### src/rtl/zapper_pkg.sv
// rtl/zapper_pkg.sv - shared types and defaults for the zapper input conditioner
package zapper_pkg;

  typedef enum logic [1:0] {
    RELEASED,
    PRESS_WAIT,
    PRESSED,
    RELEASE_WAIT
  } debounce_state_t;

  localparam int DEBOUNCE_CYCLES_DEF = 250000;
  localparam int LIGHT_THRESH_DEF    = 64;
  localparam int COUNT_W_DEF         = 19;
  localparam int COOLDOWN_FRAMES_DEF = 8;

  function automatic int db_cnt_w(input int cycles);
    return (cycles > 2) ? $clog2(cycles) : 1;
  endfunction

endpackage

### src/rtl/zapper_input_cond_sync2.sv
// rtl/zapper_input_cond_sync2.sv - two-flop synchronizer with asynchronous reset
module sync2 (
  input  logic clk,
  input  logic screen_reset,
  input  logic d,
  output logic q
);

  logic meta;

  always_ff @(posedge clk or posedge screen_reset) begin
    if (screen_reset) begin
      meta <= 1'b0;
      q    <= 1'b0;
    end else begin
      meta <= d;
      q    <= meta;
    end
  end

endmodule

### src/rtl/zapper_input_cond.sv
// rtl/zapper_input_cond.sv - zapper trigger debounce and per-frame light detect
// Optional post-release cooldown lockout: define ZAPPER_COOLDOWN_EN.
module zapper_input_cond
  import zapper_pkg::*;
#(
  parameter int DEBOUNCE_CYCLES = DEBOUNCE_CYCLES_DEF,
  parameter int LIGHT_THRESH    = LIGHT_THRESH_DEF,
  parameter int COUNT_W         = COUNT_W_DEF,
  parameter int COOLDOWN_FRAMES = COOLDOWN_FRAMES_DEF
) (
  input  logic               clk,
  input  logic               screen_reset,
  input  logic               frame_tick,
  input  logic               valid,
  input  logic               trigger_raw,
  input  logic               light_raw,
  output logic               trigger,
  output logic               detect,
  output logic [COUNT_W-1:0] light_level
);

  localparam int CNT_W = db_cnt_w(DEBOUNCE_CYCLES);
  localparam logic [CNT_W-1:0] DB_LAST = CNT_W'(DEBOUNCE_CYCLES - 1);

  logic trg_s;
  logic light_s;

  sync2 u_sync_trg (
    .clk          (clk),
    .screen_reset (screen_reset),
    .d            (trigger_raw),
    .q            (trg_s)
  );

  sync2 u_sync_light (
    .clk          (clk),
    .screen_reset (screen_reset),
    .d            (light_raw),
    .q            (light_s)
  );

  debounce_state_t state, state_n;
  logic [CNT_W-1:0] db_cnt, db_cnt_n, db_cnt_inc;
  logic cd_busy;

  assign db_cnt_inc = db_cnt + CNT_W'(1);

  always_ff @(posedge clk or posedge screen_reset) begin
    if (screen_reset) begin
      state  <= RELEASED;
      db_cnt <= '0;
    end else begin
      state  <= state_n;
      db_cnt <= db_cnt_n;
    end
  end

  // The entry cycle into a WAIT state counts as the first stable cycle,
  // so the exit test looks at the incremented value.
  always_comb begin
    state_n  = state;
    db_cnt_n = db_cnt;
    case (state)
      RELEASED: begin
        if (trg_s && !cd_busy) begin
          state_n  = PRESS_WAIT;
          db_cnt_n = '0;
        end
      end
      PRESS_WAIT: begin
        if (!trg_s) begin
          state_n  = RELEASED;
          db_cnt_n = '0;
        end else if (db_cnt_inc == DB_LAST) begin
          state_n  = PRESSED;
          db_cnt_n = '0;
        end else begin
          db_cnt_n = db_cnt_inc;
        end
      end
      PRESSED: begin
        if (!trg_s) begin
          state_n  = RELEASE_WAIT;
          db_cnt_n = '0;
        end
      end
      RELEASE_WAIT: begin
        if (trg_s) begin
          state_n  = PRESSED;
          db_cnt_n = '0;
        end else if (db_cnt_inc == DB_LAST) begin
          state_n  = RELEASED;
          db_cnt_n = '0;
        end else begin
          db_cnt_n = db_cnt_inc;
        end
      end
      default: begin
        state_n  = RELEASED;
        db_cnt_n = '0;
      end
    endcase
  end

  assign trigger = (state == PRESSED) || (state == RELEASE_WAIT);

`ifdef ZAPPER_COOLDOWN_EN
  localparam int CD_W = (COOLDOWN_FRAMES > 0) ? $clog2(COOLDOWN_FRAMES + 1) : 1;
  logic [CD_W-1:0] cd_cnt;

  always_ff @(posedge clk or posedge screen_reset) begin
    if (screen_reset) begin
      cd_cnt <= '0;
    end else if (state_n == RELEASED && state != RELEASED) begin
      cd_cnt <= CD_W'(COOLDOWN_FRAMES);
    end else if (frame_tick && cd_cnt != '0) begin
      cd_cnt <= cd_cnt - CD_W'(1);
    end
  end

  assign cd_busy = (cd_cnt != '0);
`else
  logic cd_unused;
  assign cd_unused = (COOLDOWN_FRAMES != 0);
  assign cd_busy   = 1'b0;
`endif

  logic [COUNT_W-1:0] lit_cnt;
  logic               lit;

  assign lit = valid && light_s;

  // A lit pixel coincident with frame_tick belongs to the new frame.
  always_ff @(posedge clk or posedge screen_reset) begin
    if (screen_reset) begin
      lit_cnt     <= '0;
      light_level <= '0;
      detect      <= 1'b0;
    end else if (frame_tick) begin
      light_level <= lit_cnt;
      detect      <= (int'(lit_cnt) >= LIGHT_THRESH);
      lit_cnt     <= lit ? COUNT_W'(1) : '0;
    end else if (lit && lit_cnt != '1) begin
      lit_cnt <= lit_cnt + COUNT_W'(1);
    end
  end

endmodule

### config.mk
export PLATFORM = sky130hd
export DESIGN_NAME = zapper_input_cond
export DESIGN_NICKNAME = d
export VERILOG_FILES = /design/src/rtl/zapper_pkg.sv /design/src/rtl/zapper_input_cond_sync2.sv /design/src/rtl/zapper_input_cond.sv
export SDC_FILE = /design/constraint.sdc
export NUM_CORES = 1
export LEC_CHECK = 0
export ABC_AREA = 1
export CAP_MARGIN = 25
export CORE_ASPECT_RATIO = 1.2
export CORE_MARGIN = 2
export CORE_UTILIZATION = 25
export CTS_BUF_LIST = sky130_fd_sc_hd__clkbuf_4 sky130_fd_sc_hd__clkbuf_8 sky130_fd_sc_hd__clkbuf_16
export CTS_CLUSTER_DIAMETER = 80
export DETAILED_ROUTE_END_ITERATION = 8
export SYNTH_ARGS = -nofsm -noshare
export SYNTH_HDL_FRONTEND = slang
export SYNTH_SLANG_ARGS = --single-unit
### constraint.sdc
create_clock -name clk -period 3.5 [get_ports clk]
set_input_delay 0.7 -clock clk [delete_from_list [all_inputs] [get_ports clk]]
set_output_delay 0.7 -clock clk [all_outputs]
set_load 0.005 [all_outputs]
## Yosys cells after proc, flatten, opt, wreduce, memory -nomap -nowiden

Index checks and enable logic that the tools add are counted.

- Memory bits (read-only): 0
- RAM bits: 0
- Memories: 0
- Register bits: 63
- Input port bits: 6
- Output and inout bits: 21
- Bits in latches: 0

- Bitwise logic cells: 0
- $add $sub $neg: 2
- Magnitude comparators: 1
- Reductions and logical operators: 7
- Multiply operators: 0
- Divide/modulo/power cells: 0
- Multiplexer cells: 16
- Shift operators: 0
- Eq/ne operators: 9

Operator list:

| operator | number |
|---|---|
| $mux 18 | 5 |
| $pmux 18 s4 | 1 |
| $mux 19 | 2 |
| $add 19x1->19 const B | 1 |
| $ge 19x7->1 const B | 1 |
| $ne 19x19->1 const B | 1 |
| $add 18x1->18 const B | 1 |
| $eq 18x18->1 const B | 1 |
| $mux 2 | 6 |
| $pmux 2 s4 | 1 |
| $eq 2x2->1 const B | 2 |
| $reduce_and 4->1 | 1 |
| $ne 3x2->1 const B | 1 |
| $ne 3x3->1 const B | 1 |
| $eq 2x1->1 const B | 1 |
| $logic_and 1x1->1 | 2 |
| $logic_not 2->1 | 1 |
| $ne 2x1->1 const B | 1 |
| $ne 2x2->1 const B | 1 |
| $reduce_and 2->1 | 1 |
| $reduce_bool 2->1 | 1 |
| $logic_or 1x1->1 | 1 |
| $mux 1 | 1 |

## Logic depth before layout (Yosys ltp)

Gate-level depths: netlist (run 1).

- Depth after elaboration: 5
- Depth in mapped cells: 15
- Mapped depth without buffers: 15

## Hierarchy

Synthesis (run 1) repeated with hierarchy kept, for this count alone.

- Cell total of the unflattened synthesis: 421
- Area, all modules: 3,373.2 µm²

By module, submodules not included:

| module | area an instance (µm²) | cells an instance | sequential area each (µm²) | instances |
|---|---|---|---|---|
| zapper_input_cond | 3,265.6 | 415 | 1,476.4 | 1 |
| sync2 | 53.8 | 3 | 50.0 | 2 |

## Worst setup path before layout (run 1)

Ideal clock, no wire load.

- Kind: register to register
- Start point: register db_cnt[1]
- End point: register db_cnt[17]
- Stages on the path, launching flop included: 14
- Required time: 3.358 ns
- Library setup time: 0.142 ns
- Buffers on the path: 1
- Data arrival time: 1.746 ns
- Setup slack: 1.612 ns
- Cells stage by stage: dfrtp_1 ha_1 nand3_2 inv_2 nand3_1 nand2_1 nand2_1 nor2_1 nand2_1 nor2_1 nand2_2 nand2_4 buf_12 o22ai_1

- Longest elaborated chain between the ends: 5
- Elaborated cells on any way between the ends: 6

RTL lines:

| what | line | text |
|---|---|---|
| start: declaration | zapper_input_cond.sv:43 | `logic [CNT_W-1:0] db_cnt, db_cnt_n, db_cnt_inc;` |
| start signal: assignment | zapper_input_cond.sv:54 | `db_cnt <= db_cnt_n;` |
| $add 18x1->18 (*) | zapper_input_cond.sv:46 | `assign db_cnt_inc = db_cnt + CNT_W'(1);` |
| $eq 18x18->1 | zapper_input_cond.sv:74, zapper_input_cond.sv:91 |  |
| $mux 18 (*) | zapper_input_cond.sv:74, zapper_input_cond.sv:91 |  |
| $mux 18, on equally long branches | zapper_input_cond.sv:88, zapper_input_cond.sv:71 |  |
| $pmux 18 s4 (*) | zapper_input_cond.sv:63 | `case (state)` |

Every way passes the cells marked *; elsewhere a longest branch is shown, timed or not.
A chain may end at the register's enable or synchronous reset.

## Worst setup path after layout (run 1)

- Start point: register lit_cnt[0]
- End point: register lit_cnt[3]

- Longest elaborated chain between the ends: 3
- Elaborated cells on any way between the ends: 6

RTL lines:

| what | line | text |
|---|---|---|
| start: declaration | zapper_input_cond.sv:128 | `logic [COUNT_W-1:0] lit_cnt;` |
| start signal: assignment | zapper_input_cond.sv:142 | `lit_cnt <= lit ? COUNT_W'(1) : '0;` |
| start signal: assignment | zapper_input_cond.sv:144 | `lit_cnt <= lit_cnt + COUNT_W'(1);` |
| $add 19x1->19 or $ne 19x19->1 (tied branches) | zapper_input_cond.sv:144, zapper_input_cond.sv:143 |  |
| $mux 19 or $logic_and 1x1->1 (tied branches) | zapper_input_cond.sv:143 | `end else if (lit && lit_cnt != '1) begin` |
| $mux 19 or $reduce_bool 2->1 (tied branches) | - |  |

Parallel ways exist; a longest one is shown, timed or not. The select of a mux whose other input is x is not followed.

==> results of run 1 <==
[worst reg2reg max path, stage by stage (launching register included)]
cell      delay (ns)
dfrtp_1         0.44
ha_1            0.19
inv_1           0.07
nor2_1          0.24
nand2_1         0.12
nor2_1          0.18
nand4_1         0.10
nand2_1         0.29
clkinv_1        0.33
nand2_1         0.16
o21ai_0         0.08
a21oi_1         0.14
[cell usage in the layout, fill, tap and decap left out, types with 3 or more instances in the layout]
| cell | n |
|---|---|
| nand3_1 | 29 |
| dfrtp_1 | 63 |
| ha_1 | 4 |
| clkbuf_16 | 9 |
| nand2_2 | 3 |
| a21oi_1 | 4 |
| xor2_1 | 6 |
| nand2_1 | 105 |
| clkdlybuf4s50_1 | 26 |
| nor2_2 | 6 |
| xnor2_1 | 3 |
| inv_1 | 48 |
| nor2_1 | 32 |
| inv_2 | 3 |
| nor3_1 | 13 |
| o22ai_2 | 9 |
| nand4_1 | 13 |
| o21ai_0 | 43 |
| nor4_1 | 4 |
[per-layer routing]
layer / track usage / up-vias / part of all wire
li1: - / 1417 / -
met1: 0.153 / 1353 / 0.44
met2: 0.210 / 47 / 0.51
met3: 0.0350 / 11 / 0.033
met4: 0.0362 / 0 / 0.016
met5: 0 / - / 0
[registers in the layout, indices dropped and copies added, names as in the netlist, named ones only]
| register | flops |
|---|---|
| light_level | 19 |
| u_sync_light.meta | 1 |
| u_sync_light.q | 1 |
| db_cnt | 18 |
| detect | 1 |
| u_sync_trg.q | 1 |
| state | 1 |
| u_sync_trg.meta | 1 |
| lit_cnt | 19 |
[logic make-up after synthesis]
group	synth area share
adder cells (fa/ha/maj)	0.0151
AND/OR/NAND/NOR	0.285
XOR/XNOR	0.0238
multiplexers	0.00302
buffers and inverters	0.0763
flip-flops	0.476
AO/OA/AOI/OAI	0.121
[final timing paths]
path	end	slack [ns]	start
setup / recovery	lit_cnt[3]$_DFFE_PP0P_	1.08	lit_cnt[0]$_DFFE_PP0P_
min in group asynchronous	light_level[3]$_DFFE_PP0P_	0.93	screen_reset
hold / removal	u_sync_trg.q$_DFF_PP0_	0.35	u_sync_trg.meta$_DFF_PP0_
max in group asynchronous	db_cnt[8]$_DFFE_PP0P_	2.02	screen_reset
hold reg to reg	u_sync_trg.q$_DFF_PP0_	0.35	u_sync_trg.meta$_DFF_PP0_
setup reg to reg	lit_cnt[3]$_DFFE_PP0P_	1.08	lit_cnt[0]$_DFFE_PP0P_
[report_power, final]
group          switching [mW]  internal, mW  leakage (nW)  total (mW)
clock                   0.327         0.495         0.133       0.822
combinational           0.175        0.0703         0.629       0.246
sequential             0.0334         0.760         0.862       0.793
total                   0.536          1.32          1.62        1.86
[final cells by class]
| type | instances | area, µm² |
|---|---|---|
| inverter | 52 | 195 |
| clock inverter | 5 | 33.8 |
| tap | 168 | 210 |
| clock buffer | 11 | 240 |
| timing repair buffer | 28 | 275 |
| multi-input combinational | 289 | 1480 |
| fill | 1380 | 9050 |
| sequential | 63 | 1580 |
==> results by stage, run 1 <==
Clock network:
- In this run the clock root is driven by a clkbuf_16.
- Clock-pin slew was measured on the worst setup and hold paths at 0.06 ns.
- The TritonCTS buffer count is 9.
- The later pin in the worst-skew pair is clocked with a latency of 0.33 ns.
- After clock tree synthesis, the flow added hold-fix buffers numbering 0.
- The tree built by TritonCTS fans out to 63 sinks.
- The number of gates resized after cts is 0.
- The maximum count of clock buffers along a single path is 2.
- TritonCTS built the clock tree.
- The H-tree level count is 3.
- After clock tree synthesis, the setup repair step added 0 buffers.

Drt:
- Before antenna repair, the detailed router went through 6 iterations.
- The mean routed wirelength per cell is 13.0 µm.
- The detailed router finished its first iteration with approximately 170 violations.
- Wires add up to 7980 µm.
- The vias per cell is 4.59.
- The final route contains 2,828 vias.
- For this run, design rule violations remaining after detail routing come to 0.
- The detail route stage leaves a number of antenna-violating nets equal to 0.

STA:
- Dividing the final minimum period by the clock period gives 0.691.
- After layout, the worst setup slack is 1.08 ns.
- The maximum clock rate is between 0.4 and 0.5 GHz.
- The post-route minimum period is 2.42 ns.
- The final-report hold violation count is 0.
- Setup repair after global routing left no endpoint under its margin.
- The headroom to the max-slew limit is 0.450.
- For the final routed database, the setup TNS stands at 0 ns.
- For the pin with the worst max-slew slack, the measured transition is 0.824 ns.
- Setup violations remaining at the end of the flow were counted as 0.
- The post-route clock skew is 0.0101 ns.
- On the final layout, the worst hold slack is 0.347 ns.
- The max-slew violation total from the final report is 0.

Power:
- After layout, the design draws a total of 1.86 mW.
- In this run the static leakage power is 1.62 nW.
- Power spread over the standard cell area amounts to 464 nW/µm².
- The maximum vdd drop is 0.000213 V.

Die:
- The vertical extent of the die is 130 µm.
- The die covers 14,200 µm².
- The row count is 46.
- Pin placement for this block handled 27 I/O pins.
- The core region is about 13,000 µm².
- The initial utilization of the core area, before any placement, comes to 0.253.
- The die span in x is 109 µm.

Placed design:
- The count of input and output buffers is 26.
- Prior to clock tree synthesis, the placed netlist has a worst setup slack of 1.14 ns.
- The area of placed instances is 3740 µm².
- The number of instances in the placed design is 600.
- Routability-driven placement finished with a final weighted congestion of 0.867.
- The HPWL reported at the end of detailed placement is around 5800 µm.

Worst setup path:
- For the worst flop-to-flop path, the logic depth is 11.
- In this run the number of cells on the critical path is 11.
- The delay contributed by the slowest stage of the critical path is 0.44 ns.
- By instance count, the cell type seen most on the critical path is nand2_1.
- The count of buffering cells on the critical path with inverters included is 2.
- Among cell families on the critical path, the largest total delay comes from simple AND/OR/NAND/NOR gates.
- Walking the worst path, the cells encountered are ha_1, inv_1, nor2_1, nand2_1, nor2_1, nand4_1, nand2_1, clkinv_1, nand2_1, o21ai_0, a21oi_1.
- The worst setup path is captured at a flip-flop.
- The startpoint class of the critical path is a flip-flop.
- Data arrives at the worst endpoint at 2.66 ns.
- The data required time at the worst endpoint is 3.74 ns.
- Along the worst path, the maximum fanout reaches 11.
- The worst setup path is of the reg -> reg kind.
- On the critical path, the stage with the largest delay is an instance of dfrtp_1.

Synth:
- The cell accounting for the most synthesized area is dfrtp_1.
- The number of different library cells in the post-synthesis netlist is 32.
- The register bit count reported by yosys is 63.
- Counting flops with an async set or reset pin after synthesis yields a share of 1.00.
- The area of the mapped netlist is between 3000 and 4000 µm².
- The cell with the most instances after synthesis is nand2_1.
- For this run, the register share of the synthesized area comes to 0.476.
- After synthesis, the cell types taking the most area are dfrtp_1, nand2_1, o21ai_0.
- After synthesis, the most frequently instantiated cells are nand2_1, dfrtp_1, inv_1.
- The net count after synthesis is 424.
- The synthesized design contains 0 enable-type register cells.
- The dominant synthesized flop cell is dfrtp_1.
- The cell count after synthesis came out at just over 400.
- The share of synthesized area in the top cell type comes to 0.476.
- During synthesis, Yosys emitted a total of 0 warnings.
- The average size of a mapped cell is 8.00 µm².

Global routing:
- The via count of the first global-routing pass came to between 2k and 3k.
- For this run the aggregate overflow at the end of global routing stands at 0.
- The global routing usage summed across all routing layers is 0.124.
- The first global-routing pass estimated between 10,000 and 15,000 µm of wire.
- The initial antenna violation count is 0.
- The maximum number of pins on one net before global-route repair is between 60 and 70.

Finish:
- The final standard cell count with taps included and fillers excluded is just over 600.
- The share of layout cells above drive strength 1 is 0.0982.
- The number of antenna diodes in the final layout is 0.
- Summing all non-filler instances in the final layout gives an area of around 4000 µm².
- The core utilization of the finished layout is 0.307.
- Relative to the synthesized area, the layout overhead comes to 21.2%.
- In the final design database the tool counted 453 nets.

Min path:
- The class of the worst hold path is reg -> reg.
- The number of cells traversed by the worst hold path is 0.

Run status:
- The flow ran to the end, and the final reports show no timing, DRC or antenna violations.

Flow run:
- Across the run, the number of max-cap violations was 0.
No activity file was read; power rests on OpenSTA's default activity.
==> run 2, diff against run 1 <==
==> constraint.sdc (replaced) <==
create_clock -name clk -period 1.9 [get_ports clk]
set_input_delay 0.38 -clock clk [delete_from_list [all_inputs] [get_ports clk]]
set_output_delay 0.38 -clock clk [all_outputs]
set_load 0.005 [all_outputs]
==> results by stage, run 2 (same netlist as run 1, synthesis figures left out) <==
Run status:
- The flow ran to the end, but the final reports show violations.
- The final reports fail on negative setup slack.

Drt:
- The first TritonRoute pass finished after 4 iterations.
- The vias per cell is 4.75.
- The total vias in the final route is roughly 3.2k.
- The mean routed wirelength per cell is 14.4 µm.
- The total wire length after detailed routing is 9710 µm.
- The DRC marker count from the first detailed-route iteration is 237.
- The number of nets with antenna violations after detailed routing is 0.
- The residual DRC count is 0.

Finish:
- In the layout the commonest cells are nand2_1, dfrtp_1, buf_4, inv_1, o21ai_0.
- For this run, the post-layout net count is 514.
- The final standard cell count with taps included and fillers excluded is 676.
- 0 antenna diodes ended up in the layout.
- The share of layout cells above drive strength 1 is 0.289.
- Once layout is done, the placed cells without fillers occupy 4790 µm².
- Compared with the post-synthesis result, the final layout area differs by 44.7%.
- The largest registers in the layout are light_level x19, lit_cnt x19, db_cnt x18.
- Leaving out fill and tap cells, the most frequent cell in the layout is nand2_1.

Die:
- The number of primary I/O pins is 27.
- In this run the horizontal extent of the chip is 109 µm.
- From bottom edge to top edge, the die measures approximately 130 µm.
- For this configuration, the core starts out at a cell density of 0.253.
- The floorplan has between 40 and 50 rows.
- The area of the placeable core is 13,100 µm².
- The area of the die is between 10,000 and 15,000 µm².

STA:
- At the pin with the least slew margin, the transition time is 1.03 ns.
- The total of endpoints with negative setup slack in the final report is 20.
- The final-report hold violation count is 0.
- Clock skew on the completed layout was measured at 0.0120 ns.
- The final worst-path cycle share is 1.08.
- Derived from the worst setup path, the maximum achievable clock frequency is 0.489 GHz.
- Subtracting the final worst setup slack from the clock period gives 2.04 ns.
- The max-slew violation total from the final report came to 0.
- Setup repair after global routing could not meet its margin everywhere.
- Headroom to the max-slew limit came out at 0.309.
- After layout, the worst setup slack is -0.145 ns.
- The tightest hold path in the finished design has a slack of between 0.3 and 0.4 ns.

Worst setup path:
- Measured in cells, the most critical reg-to-reg path has a length of 13.
- In this run the worst setup path begins at db_cnt[0]$_DFFE_PP0P_.
- For this run, the slowest stage of the critical path takes roughly 0.42 ns.
- The startpoint identified for the worst register-to-register timing path is db_cnt[0]$_DFFE_PP0P_.
- STA classifies the critical path startpoint as a flip-flop.
- The endpoint of the worst register-to-register path is db_cnt[5]$_DFFE_PP0P_.
- In this run the register-to-register setup slack is -0.14 ns.
- The most critical setup path has its endpoint at db_cnt[5]$_DFFE_PP0P_.
- The standard cell with the maximum stage delay on the critical path is dfrtp_1.
- STA puts the critical path data required time at between 2 and 2.5 ns.
- Among the stages of the critical path, the cell type that occurs most often is nand2_1.
- The data arrival time of the critical path is 2.25 ns.
- The critical path endpoint category is a flip-flop.
- The critical-path maximum fanout is 8.
- The critical path in this run is classified as reg -> reg.
- The critical path goes through ha_4, nand3_4, buf_6, nor2_4, nand2_1, nand2_1, nand2_1, nor2_2, nand2_2, nor2_4, nand2_4, nand2_4, o22ai_2.

Clock network:
- The clock tree root driver cell is clkbuf_16.
- The TritonCTS buffer count is 9.
- The H-tree was split into 3 levels.
- The insertion delay of the later-clocked pin in the worst-skew pair is 0.33 ns.
- For this design, the sink count on the clock tree is 63.
- The longest clock path from root to sink contains 2 buffers.
- After clock tree synthesis, the clock-pin slew on the worst setup and hold paths is 0.06 ns.
- The TritonCTS clock tree is built.

Power:
- The leakage power of the design is 1.97 nW.
- Overall power consumption after layout is estimated at 3.98 mW.
- The maximum vdd drop is 0.000503 V.
- The total power per unit cell area is 830 nW/µm².

Placed design:
- The number of instances in the placed design is between 600 and 700.
- At the end of routability-driven placement, the weighted congestion stood at just over 0.9.
- Once detailed placement completed, the half-perimeter wirelength came to 6390 µm.
- The placed instances occupy a cell area of around 4100 µm².
- The count of input and output buffers is 26.

Global routing:
- The total overflow left after global routing is 0.
- The first global-routing pass estimated 15,000 µm of wire.
- Across every metal layer, demand over resource in global routing totals 0.137.
- The initial antenna violation count is 0.
- Entering global routing, the biggest net connects 64 pins.
- The via count of the first global-routing pass was 3,223.

Min path:
- The class of the worst hold path is reg -> reg.

Flow run:
- The count of max-cap constraint violations is 0.
run 2: cell types whose count changed in the layout (fill, tap and decap cells not counted), sizes merged:
cell / previous run / this run
buf: 2 / 61
clkbuf: 11 / 13
inv: 52 / 50
nand2: 109 / 111
bufinv: 0 / 1
clkinv: 3 / 2
clkinvlp: 2 / 1
run 2: power breakdown:
part / internal, mW / total [mW] / switching (mW) / leakage [nW]
logic: 0.289 / 0.783 / 0.494 / 0.956
clock network: 1.13 / 1.74 / 0.603 / 0.155
registers: 1.40 / 1.46 / 0.0599 / 0.859
run 2: area by class of cell:
| class | instances | area [µm²] |
|---|---|---|
| fill | 1307 | 8270 |
| multi-input combinational | 291 | 1740 |
| sequential | 63 | 1580 |
| timing repair buffer | 87 | 746 |
| clock buffer | 13 | 274 |
| tap | 168 | 210 |
| inverter | 52 | 204 |
| clock inverter | 2 | 38.8 |
run 2: worst min path at each step:
| stage | cells after the start | from | endpoint | slack (ns) |
|---|---|---|---|---|
| 6_report | 0 | u_sync_light.meta$_DFF_PP0_ | u_sync_light.q$_DFF_PP0_ | 0.35 |
| 5_1_grt | 0 | u_sync_trg.meta$_DFF_PP0_ | u_sync_trg.q$_DFF_PP0_ | 0.36 |
| 4_1_cts | 0 | u_sync_trg.meta$_DFF_PP0_ | u_sync_trg.q$_DFF_PP0_ | 0.35 |
| 3_5_place_dp | 0 | u_sync_trg.meta$_DFF_PP0_ | u_sync_trg.q$_DFF_PP0_ | 0.34 |
| 3_3_place_gp | 0 | u_sync_trg.meta$_DFF_PP0_ | u_sync_trg.q$_DFF_PP0_ | 0.33 |
| 2_1_floorplan | 0 | u_sync_light.meta$_DFF_PP0_ | u_sync_light.q$_DFF_PP0_ | 0.33 |
run 2: repair_timing:
action                     in CTS  in global routing
pin swaps                       5                 16
setup endpoints to repair      19                 35
hold buffers                    0                  0
gates cloned                    1                  1
gates resized for setup        16                 53
buffers inserted                5                  4
run 2: worst max-delay path, delay by kind of cell (launching register included):
| kind | cells | cell delay [ns] |
|---|---|---|
| AO/OA/AOI/OAI | 1 | 0.10 |
| flip-flops | 1 | 0.42 |
| buffers and inverters | 1 | 0.14 |
| AND/OR/NAND/NOR | 10 | 1.06 |
| adder cells (fa/ha/maj) | 1 | 0.19 |
run 2: per-stage QoR:
step	setup TNS, ns	utilization	setup slack, ns
floorplan	0	-	0.0119
global placement	-1.09	0.316	-0.138
detailed placement	-2.09	0.316	-0.196
CTS	-0.466	0.348	-0.0454
global route	-3.63	0.367	-0.214
finish	-1.92	0.367	-0.145
run 2: metal layers:
| layer | global-route usage | part of all wire | vias to the layer above |
|---|---|---|---|
| li1 | - | - | 1539 |
| met1 | 0.147 | 0.39 | 1556 |
| met2 | 0.240 | 0.53 | 90 |
| met3 | 0.0265 | 0.042 | 27 |
| met4 | 0.0950 | 0.037 | 0 |
| met5 | 0 | 0 | - |
==> run 3, diff against run 2 <==
--- a/config.mk
+++ b/config.mk
@@ -6,11 +6,12 @@
 export NUM_CORES = 1
 export LEC_CHECK = 0
 export ABC_AREA = 1
+export ABC_CLOCK_PERIOD_IN_PS = 1900
 export CAP_MARGIN = 25
 export CORE_ASPECT_RATIO = 1.2
 export CORE_MARGIN = 2
 export CORE_UTILIZATION = 25
-export CTS_BUF_LIST = sky130_fd_sc_hd__clkbuf_4 sky130_fd_sc_hd__clkbuf_8 sky130_fd_sc_hd__clkbuf_16
+export CTS_BUF_LIST = sky130_fd_sc_hd__clkbuf_8
 export CTS_CLUSTER_DIAMETER = 80
 export DETAILED_ROUTE_END_ITERATION = 8
 export SYNTH_ARGS = -nofsm -noshare
==> results by stage, run 3 (same netlist as run 1, synthesis figures left out) <==
Run status:
- The flow ran to the end, but the final reports show violations.
- The checks that failed: negative setup slack.

Worst setup path:
- Data arrives at the worst endpoint at 2.23 ns.
- At the worst endpoint, the required time is approximately 2.1 ns.
- The critical setup path kind is reg -> reg.
- The critical path endpoint category is a flip-flop.
- The startpoint class of the critical path is a flip-flop.
- Counting cells, the worst reg-to-reg path comes to 12.
- The critical-path maximum fanout is 4.
- In this run the register-to-register setup slack is -0.09 ns.

Die:
- The vertical extent of the die is ~130 µm.
- The area of the die is roughly 14,000 µm².
- The initial core utilization is 0.253.
- The die span in x is 109 µm.
- The number of primary I/O pins is 27.
- The floorplan has 46 rows.
- The area of the placeable core is 13,100 µm².

Power:
- The total power per unit cell area is about 750 nW/µm².
- The total power of the final layout is roughly 3.5 mW.
- The leakage power of the design is 1.94 nW.
- The maximum vdd drop is 0.000376 V.

Clock network:
- TritonCTS built the clock tree.
- The maximum count of clock buffers along a single path is 2.
- Clock tree synthesis inserted a total of 9 buffers.
- Clock-pin slew was measured on the worst setup and hold paths at 0.08 ns.
- The clock reaches the later pin of the worst-skew pair after about 0.35 ns.
- The H-tree level count is 3.
- The clock sink count is 63.
- The count of hold buffers inserted by post-cts repair is 0.
- The clock tree root driver cell is clkbuf_8.

Finish:
- Once layout is complete, the cells apart from fillers number ~680.
- The area growth from synthesis to final layout is 40.9%.
- The finished cells cover 4660 µm².
- The layout has 1,320 filler cells.
- In the layout the commonest cells are nand2_1, dfrtp_1, buf_4, inv_1, o21ai_0.
- The number of diodes added for antenna fixing is 0.
- The share of layout cells above drive strength 1 is 0.267.
- The net count of the finished layout is about 520.
- The largest registers in the layout are light_level x19, lit_cnt x19, db_cnt x18.
- The most common cell after layout, fill and taps aside is nand2_1.

Global routing:
- The met3 global-route usage is 0.0260.
- The routing usage on met1 is 0.149.
- In the global route stage, overall resource usage came out at 0.135.
- In this run the most used layer during global routing was met2.
- The leftover overflow at the end of global routing is 0.
- The maximum number of pins on one net before global-route repair is 64.
- The first global-routing pass estimated 14,800 µm of wire.
- The via count of the first global-routing pass is 3,178.
- The fraction of met2 tracks used by global routing is 0.236.
- The initial antenna violation count is 0.

Placed design:
- The area of placed instances is a little over 4000 µm².
- In this run, placement finished with an instance count of 650.
- Port buffering added 26 buffers.
- The HPWL after detailed placement is approximately 6400 µm.
- The weighted congestion at the end of routability-driven global placement is 0.919.

STA:
- Timing would allow up to around 0.5 GHz.
- The worst path in the final design needs a cycle of 1.99 ns, including I/O delays and setup.
- Dividing the final minimum period by the clock period gives 1.05.
- The transition time at the pin with the least slew margin is about 1.2 ns.
- The post-route clock skew is 0.0117 ns.
- The final worst slack is -0.0915 ns.
- Setup repair after global routing could not meet its margin everywhere.
- The final-report hold violation count is 0.
- The max-slew violation total from the final report was 0.
- The worst pin sits at a relative slew slack of 0.200.
- The total of endpoints with negative setup slack in the final report is 19.

Drt:
- The vias per cell is 4.73.
- The detail route stage leaves a number of antenna-violating nets equal to 0.
- The mean routed wirelength per cell is around 14 µm.
- The DRC marker count from the first detailed-route iteration is 206.
- After detailed routing, the number of remaining DRC violations is 0.
- Across all layers, the routed design uses 3,207 vias.
- The total wire length after detailed routing is ~9500 µm.
- The total iterations of the first detailed-routing run is 4.

Min path:
- The class of the worst hold path is reg -> reg.
- The number of cells traversed by the worst hold path is 0.

Flow run:
- The count of max-cap constraint violations is 0.
[run 3: changes by cell type in the layout (fill, tap and decap cells not counted), sizes merged]
cell | before | now
inv | 50 | 51
clkbuf | 13 | 12
buf | 61 | 63
[run 3: final timing paths]
| kind | startpoint | end |
|---|---|---|
| hold reg to reg | u_sync_light.meta$_DFF_PP0_ | u_sync_light.q$_DFF_PP0_ |
| hold / removal | u_sync_light.meta$_DFF_PP0_ | u_sync_light.q$_DFF_PP0_ |
| setup / recovery | db_cnt[0]$_DFFE_PP0P_ | db_cnt[16]$_DFFE_PP0P_ |
| setup reg to reg | db_cnt[0]$_DFFE_PP0P_ | db_cnt[16]$_DFFE_PP0P_ |
| min in group asynchronous | screen_reset | light_level[0]$_DFFE_PP0P_ |
| max in group asynchronous | screen_reset | db_cnt[3]$_DFFE_PP0P_ |
[run 3: final cells by class]
| class | instances | area, µm² | area share |
|---|---|---|---|
| clock inverter | 3 | 42.5 | 0.00912 |
| clock buffer | 12 | 165 | 0.0354 |
| timing repair buffer | 89 | 764 | 0.164 |
| inverter | 52 | 201 | 0.0432 |
| multi-input combinational | 291 | 1700 | 0.365 |
| tap | 168 | 210 | 0.0451 |
| sequential | 63 | 1580 | 0.338 |
[run 3: worst max-delay path: stages (launching register included)]
cell,delay [ns]
dfrtp_1,0.42
ha_4,0.19
nand3_4,0.10
buf_6,0.11
xor2_2,0.16
nand3_2,0.12
nor2_1,0.12
nand2_1,0.10
nor2_4,0.13
nand2_4,0.13
buf_6,0.16
nand3_2,0.05
o21ai_1,0.07
[run 3: metrics by stage]
step | utilization | setup TNS [ns] | worst slack, ns | hold WS [ns]
2_1_floorplan | - | 0 | 0.0119 | 0.331
3_3_place_gp | 0.316 | -1.09 | -0.138 | 0.333
3_5_place_dp | 0.316 | -2.09 | -0.196 | 0.342
4_1_cts | 0.340 | -0.825 | -0.0774 | 0.358
5_1_grt | 0.357 | -2.61 | -0.183 | 0.362
6_report | 0.357 | -0.741 | -0.0915 | 0.355
[run 3: layer usage]
metal  vias to the layer above  routed length (µm)
met2                        82                4920
met5                         -                   0
met3                        37                 359
li1                       1543                   -
met4                         0                 418
met1                      1545                3770
[run 3: report_power, final]
group,internal (mW),switching [mW]
combinational,0.292,0.487
clock,0.705,0.548
sequential,1.40,0.0588
total,2.39,1.09
[run 3: repair_timing]
item                       CTS  global route
setup endpoints to repair   19            35
gates cloned                 2             0
hold endpoints to repair     0             0
pin swaps                    5             9
buffers inserted             3             8
resized for setup           15            42
